**config.mk**
```make
export PLATFORM = sky130hd
export DESIGN_NAME = led_breathe_pwm
export DESIGN_NICKNAME = d
export VERILOG_FILES = /design/src/rtl/led_breathe_pwm.sv
export SDC_FILE = /design/constraint.sdc
export NUM_CORES = 1
export LEC_CHECK = 0
export BUFFER_PORTS_ARGS = -buffer_cell sky130_fd_sc_hd__buf_2
export CELL_PAD_IN_SITES_DETAIL_PLACEMENT = 1
export CELL_PAD_IN_SITES_GLOBAL_PLACEMENT = 2
export CORE_MARGIN = 10
export CORE_UTILIZATION = 42
export DETAILED_ROUTE_END_ITERATION = 10
export PLACE_DENSITY_LB_ADDON = 0.1
export SLEW_MARGIN = 20
export SYNTH_ARGS = -nofsm -noshare
export SYNTH_HDL_FRONTEND = slang
export SYNTH_SLANG_ARGS = --single-unit
```
**constraint.sdc**
```tcl
create_clock -name sysClk -period 4.7 [get_ports sysClk]
set_input_delay 0.47 -clock sysClk [delete_from_list [all_inputs] [get_ports sysClk]]
set_output_delay 0.47 -clock sysClk [all_outputs]
set_load 0.02 [all_outputs]
```
**src/rtl/led_breathe_pwm.sv**
```systemverilog
// led_breathe_pwm: breathing LED driver for the sysClk domain.
// Brightness ramps up, holds at full, ramps down, holds at zero, and repeats.
// The brightness is rendered as PWM on ledPwm. Level, phase and an end-of-cycle pulse are exported.
// Optional build macro LED_BREATHE_GAMMA_EN: the PWM duty is driven from a squared (gamma)
// version of the brightness instead of the linear level. The level output stays linear.
module led_breathe_pwm #(
    parameter int CLK_HZ     = 100_000_000,
    parameter int STEP_HZ    = 512,
    parameter int PWM_BITS   = 8,
    parameter int HOLD_STEPS = 128
) (
    input  logic                sysClk,
    input  logic                rstN,
    input  logic                en,
    output logic                ledPwm,
    output logic [PWM_BITS-1:0] level,
    output logic [1:0]          phase,
    output logic                periodDone
);

    // Clocks per brightness step; integer division, so STEP_HZ should divide CLK_HZ exactly.
    localparam int DIV    = CLK_HZ / STEP_HZ;
    localparam int PRE_W  = (DIV > 1) ? $clog2(DIV) : 1;
    localparam int HOLD_W = (HOLD_STEPS > 1) ? $clog2(HOLD_STEPS) : 1;

    localparam logic [PRE_W-1:0]    PRE_LAST  = PRE_W'(DIV - 1);
    localparam logic [PRE_W-1:0]    PRE_ONE   = PRE_W'(1);
    localparam logic [HOLD_W-1:0]   HOLD_LAST = HOLD_W'(HOLD_STEPS - 1);
    localparam logic [HOLD_W-1:0]   HOLD_ONE  = HOLD_W'(1);
    localparam logic [PWM_BITS-1:0] LEVEL_MAX = '1;
    localparam logic [PWM_BITS-1:0] LEVEL_ONE = PWM_BITS'(1);
    // The PWM counter stops one short of MAX so the period is MAX clocks and level MAX is always on.
    localparam logic [PWM_BITS-1:0] PWM_LAST  = PWM_BITS'((1 << PWM_BITS) - 2);

    typedef enum logic [1:0] {
        RISE    = 2'd0,
        HOLD_HI = 2'd1,
        FALL    = 2'd2,
        HOLD_LO = 2'd3
    } phase_t;

    phase_t              state;
    logic [PRE_W-1:0]    prescaler;
    logic [PWM_BITS-1:0] pwmCnt;
    logic [PWM_BITS-1:0] shadow;
    logic [HOLD_W-1:0]   holdCnt;
    logic [PWM_BITS-1:0] dutySrc;
    logic                stepTick;

    assign stepTick = en && (prescaler == PRE_LAST);
    assign phase    = state;

    // Step prescaler: divides sysClk down to the brightness step rate, frozen while disabled.
    always_ff @(posedge sysClk or negedge rstN) begin
        if (!rstN) begin
            prescaler <= '0;
        end else if (en) begin
            if (prescaler == PRE_LAST) begin
                prescaler <= '0;
            end else begin
                prescaler <= prescaler + PRE_ONE;
            end
        end
    end

    // PWM period counter: 0..MAX-1, frozen while disabled.
    always_ff @(posedge sysClk or negedge rstN) begin
        if (!rstN) begin
            pwmCnt <= '0;
        end else if (en) begin
            if (pwmCnt == PWM_LAST) begin
                pwmCnt <= '0;
            end else begin
                pwmCnt <= pwmCnt + LEVEL_ONE;
            end
        end
    end

`ifdef LED_BREATHE_GAMMA_EN
    localparam int SQ_W = 2 * PWM_BITS;
    localparam logic [SQ_W-1:0] SQ_ONE = SQ_W'(1);

    logic [SQ_W-1:0]     levelPlusOne;
    logic [PWM_BITS-1:0] gammaLevel;

    assign levelPlusOne = {{PWM_BITS{1'b0}}, level} + SQ_ONE;

    // Gamma pipeline stage: ((level+1)^2 - 1) >> PWM_BITS at double width; at level MAX the square
    // wraps to zero and the minus one brings it back to all ones, so MAX still maps to MAX.
    always_ff @(posedge sysClk or negedge rstN) begin
        if (!rstN) begin
            gammaLevel <= '0;
        end else begin
            gammaLevel <= PWM_BITS'(((levelPlusOne * levelPlusOne) - SQ_ONE) >> PWM_BITS);
        end
    end

    assign dutySrc = gammaLevel;
`else
    assign dutySrc = level;
`endif

    // Duty shadow: only picks up a new value at the start of a PWM period so the pulse never glitches.
    always_ff @(posedge sysClk or negedge rstN) begin
        if (!rstN) begin
            shadow <= '0;
        end else if (en && (pwmCnt == '0)) begin
            shadow <= dutySrc;
        end
    end

    // Registered PWM compare; the pin is held low whenever the block is disabled.
    always_ff @(posedge sysClk or negedge rstN) begin
        if (!rstN) begin
            ledPwm <= 1'b0;
        end else if (en) begin
            ledPwm <= (pwmCnt < shadow);
        end else begin
            ledPwm <= 1'b0;
        end
    end

    // Breathing FSM: advances one step per stepTick; level saturates at 0 and MAX, never wraps.
    always_ff @(posedge sysClk or negedge rstN) begin
        if (!rstN) begin
            state      <= RISE;
            level      <= '0;
            holdCnt    <= '0;
            periodDone <= 1'b0;
        end else begin
            periodDone <= 1'b0;
            if (stepTick) begin
                case (state)
                    RISE: begin
                        if (level == LEVEL_MAX) begin
                            state   <= HOLD_HI;
                            holdCnt <= '0;
                        end else begin
                            level <= level + LEVEL_ONE;
                        end
                    end
                    HOLD_HI: begin
                        if (holdCnt == HOLD_LAST) begin
                            state <= FALL;
                        end else begin
                            holdCnt <= holdCnt + HOLD_ONE;
                        end
                    end
                    FALL: begin
                        if (level == '0) begin
                            state   <= HOLD_LO;
                            holdCnt <= '0;
                        end else begin
                            level <= level - LEVEL_ONE;
                        end
                    end
                    HOLD_LO: begin
                        if (holdCnt == HOLD_LAST) begin
                            state      <= RISE;
                            periodDone <= 1'b1;
                        end else begin
                            holdCnt <= holdCnt + HOLD_ONE;
                        end
                    end
                    default: begin
                        state <= RISE;
                    end
                endcase
            end
        end
    end

endmodule

```
==> impl_metrics.env <==
export IMPL_outcome="completed"
export IMPL_die_h_um=107
export IMPL_grt_max_degree=54
export IMPL_totalNegativeSetupSlack_ps=0
export IMPL_ctsLongestPathBuffers=2
export IMPL_setup_viol=0
export IMPL_slew_headroom_pct=37.7
export IMPL_portBuffers=14
export IMPL_grt_busiest_layer="met2"
export IMPL_drv_cap=0
export IMPL_dieArea_mm2=0.0114
export IMPL_r2r_cells=10
export IMPL_use_met3_pct=2.93
export IMPL_post_cts_resized=0
export IMPL_most_common_layout_cells="dfrtp_1, nand2_1, nor2_1"
export IMPL_synth_area_mm2=0.00315
export IMPL_finClkSkew_ps=7.07
export IMPL_h_tree_depth=2
export IMPL_n_antenna_cell=0
export IMPL_vias=2437
export IMPL_yosys_most_used_dff="dfrtp_1"
export IMPL_area_growth_pct=7.67
export IMPL_grt_use_met1_pct=15.8
export IMPL_synth_async_sr_flop_share_pct=100
export IMPL_syn_nets=358
export IMPL_total_power_mw=0.996
export IMPL_place_congestion=0.744
export IMPL_grtUsageMet2_pct=20.5
export IMPL_ys_types=51
export IMPL_synth_seq_cells=53
export IMPL_end_kind="flop"
export IMPL_worstPathMaxFanout=24
export IMPL_cts_tree="done"
export IMPL_cts_buffers=5
export IMPL_syn_instance_count=337
export IMPL_avgSynthCellArea_um2=9.34
export IMPL_die_x_um=107
export IMPL_synth_edff_count=0
export IMPL_clock_latency_ps=310
export IMPL_ys_seq_area_share_pct=42.1
export IMPL_vdd_drop_max_uv=136
export IMPL_drc=0
export IMPL_clk_pin_slew_ps=90
export IMPL_grt_pass1_vias=2459
export IMPL_yosys_area_top_type="dfrtp_1"
export IMPL_finalCritPeriodShare_pct=58.7
export IMPL_layout_commonest_cell="dfrtp_1"
export IMPL_power_density_mw_per_mm2=294
export IMPL_core_area_mm2=0.00725
export IMPL_nets=368
export IMPL_via_per_inst=5.46
export IMPL_startpoint_type="flop"
export IMPL_ys_warn_count=0
export IMPL_slew_viol_final=0
export IMPL_drive_gt1_share_pct=12.1
export IMPL_report_final_hold_viol_count=0
export IMPL_rows=31
export IMPL_r2r_slack_ps=1940
export IMPL_grt_overflow=0
export IMPL_drtAntennaViolNets=0
export IMPL_start_util_pct=43.4
export IMPL_gr_usage_all_layers_pct=12.4
export IMPL_synth_area_leaders="dfrtp_1, ha_1, nand2_1, xnor2_1, nor2_1"
export IMPL_cp_arrival_ps=2950
export IMPL_worst_pin_slew_ps=934
export IMPL_rsz0062_at_grt="false"
export IMPL_hold_class="in -> async"
export IMPL_finalCriticalPeriod_ps=2760
export IMPL_cts_setup_buffers=0
export IMPL_cts_hold_fix_buffers=0
export IMPL_fmax_mhz=362
export IMPL_drt_wl_total_um=6780
export IMPL_p_leak_nw=1.62
export IMPL_dp_hpwl_um=4760
export IMPL_cp_required_ps=4890
export IMPL_ioPinCount=15
export IMPL_grt_antenna_before_repair=0
export IMPL_first_pass_iters=4
export IMPL_drt_iter0_drc=73
export IMPL_cts_root_buffer="clkbuf_8"
export IMPL_grt_pass1_wl_um=11800
export IMPL_wl_per_cell_um=15.2
export IMPL_clkSinkCount=53
export IMPL_crit_type="reg -> reg"
export IMPL_synth_top_area_share_pct=42.1
-- cells in the mapped netlist, types with 2 or more instances --
cell,number
dfrtp_1,53
nand2_1,36
nor2_1,28
ha_1,18
inv_1,18
o21ai_0,18
a21oi_1,14
xnor2_1,14
xor2_1,12
clkbuf_1,11
nand3_1,11
mux2_2,9
a21o_1,7
a31oi_1,7
nor3_1,7
and3_1,6
and4_1,6
nand4_1,6
nor2b_1,5
nor4_1,4
mux2i_1,3
o22ai_1,3
or3_1,3
a22o_1,2
a41oi_1,2
and2_1,2
nand2b_1,2
nand3b_1,2
nand4b_1,2
nand4bb_1,2
o211ai_1,2
or2_2,2
or3b_2,2
-- cells by family after synthesis --
logic type	Yosys count	share of synthesized area (%)
buffers and inverters	31	3.74
muxes	13	4.65
and+or+nand+nor	133	22.7
AOI/OAI and AO/OA	63	12.4
DFF	53	42.1
xor gates and xnor gates	26	7.23
adders and majority gates	18	7.15
-- worst max-delay path: stages, from the launching register on --
cell,delay (ps)
dfrtp_1,430
inv_1,140
ha_1,790
xor2_1,160
ha_1,250
and3b_1,190
o21ai_0,140
nand2_1,120
mux2i_1,200
o21ai_2,80
xnor2_1,140
-- state kept, by name, indices dropped and copies added (netlist names) --
register    cells
holdCnt         7
prescaler      18
level           8
phase           2
pwmCnt          8
periodDone      1
ledPwm          1
shadow          8
-- metrics by stage --
stage               std cells  area [um2]  util [%]  hold slack [ps]  setup WS, ps
floorplan                 337        3150         -              174          1950
global placement          439        3300      45.5              480          2080
detailed placement        439        3300      45.5              489          1970
CTS                       446        3390      46.7              311          1960
global route              446        3390      46.7              324          1740
finish                    446        3390      46.7              269          1940
-- layout make-up --
type | count | area, um2
tap | 99 | 124
clock buffer | 7 | 86.3
inverter | 19 | 71.3
sequential | 53 | 1330
multi-input combinational | 253 | 1700
timing repair buffer | 15 | 77.6
fill | 863 | 3860
-- power by group --
group,switching [mW],internal [mW]
Clock,0.148,0.117
Sequential,0.0639,0.499
Combinational,0.0862,0.0811
-- per-layer routing --
layer	part of all wire, %	wire (um)
met1	49	3310
met2	47	3180
met3	3.1	209
met4	1.1	73
met5	0	0
-- worst paths after layout --
| kind | startpoint | to |
|---|---|---|
| hold reg to reg | prescaler[16]$_DFFE_PN0P_ | prescaler[16]$_DFFE_PN0P_ |
| setup / recovery | phase[0]$_DFFE_PN0P_ | level[6]$_DFFE_PN0P_ |
| min in group sysClk | prescaler[16]$_DFFE_PN0P_ | prescaler[16]$_DFFE_PN0P_ |
| setup reg to reg | phase[0]$_DFFE_PN0P_ | level[6]$_DFFE_PN0P_ |
| max in group asynchronous | rstN | shadow[7]$_DFFE_PN0P_ |
| hold / removal | rstN | prescaler[7]$_DFFE_PN0P_ |
Power figures use the tool's default switching activity.
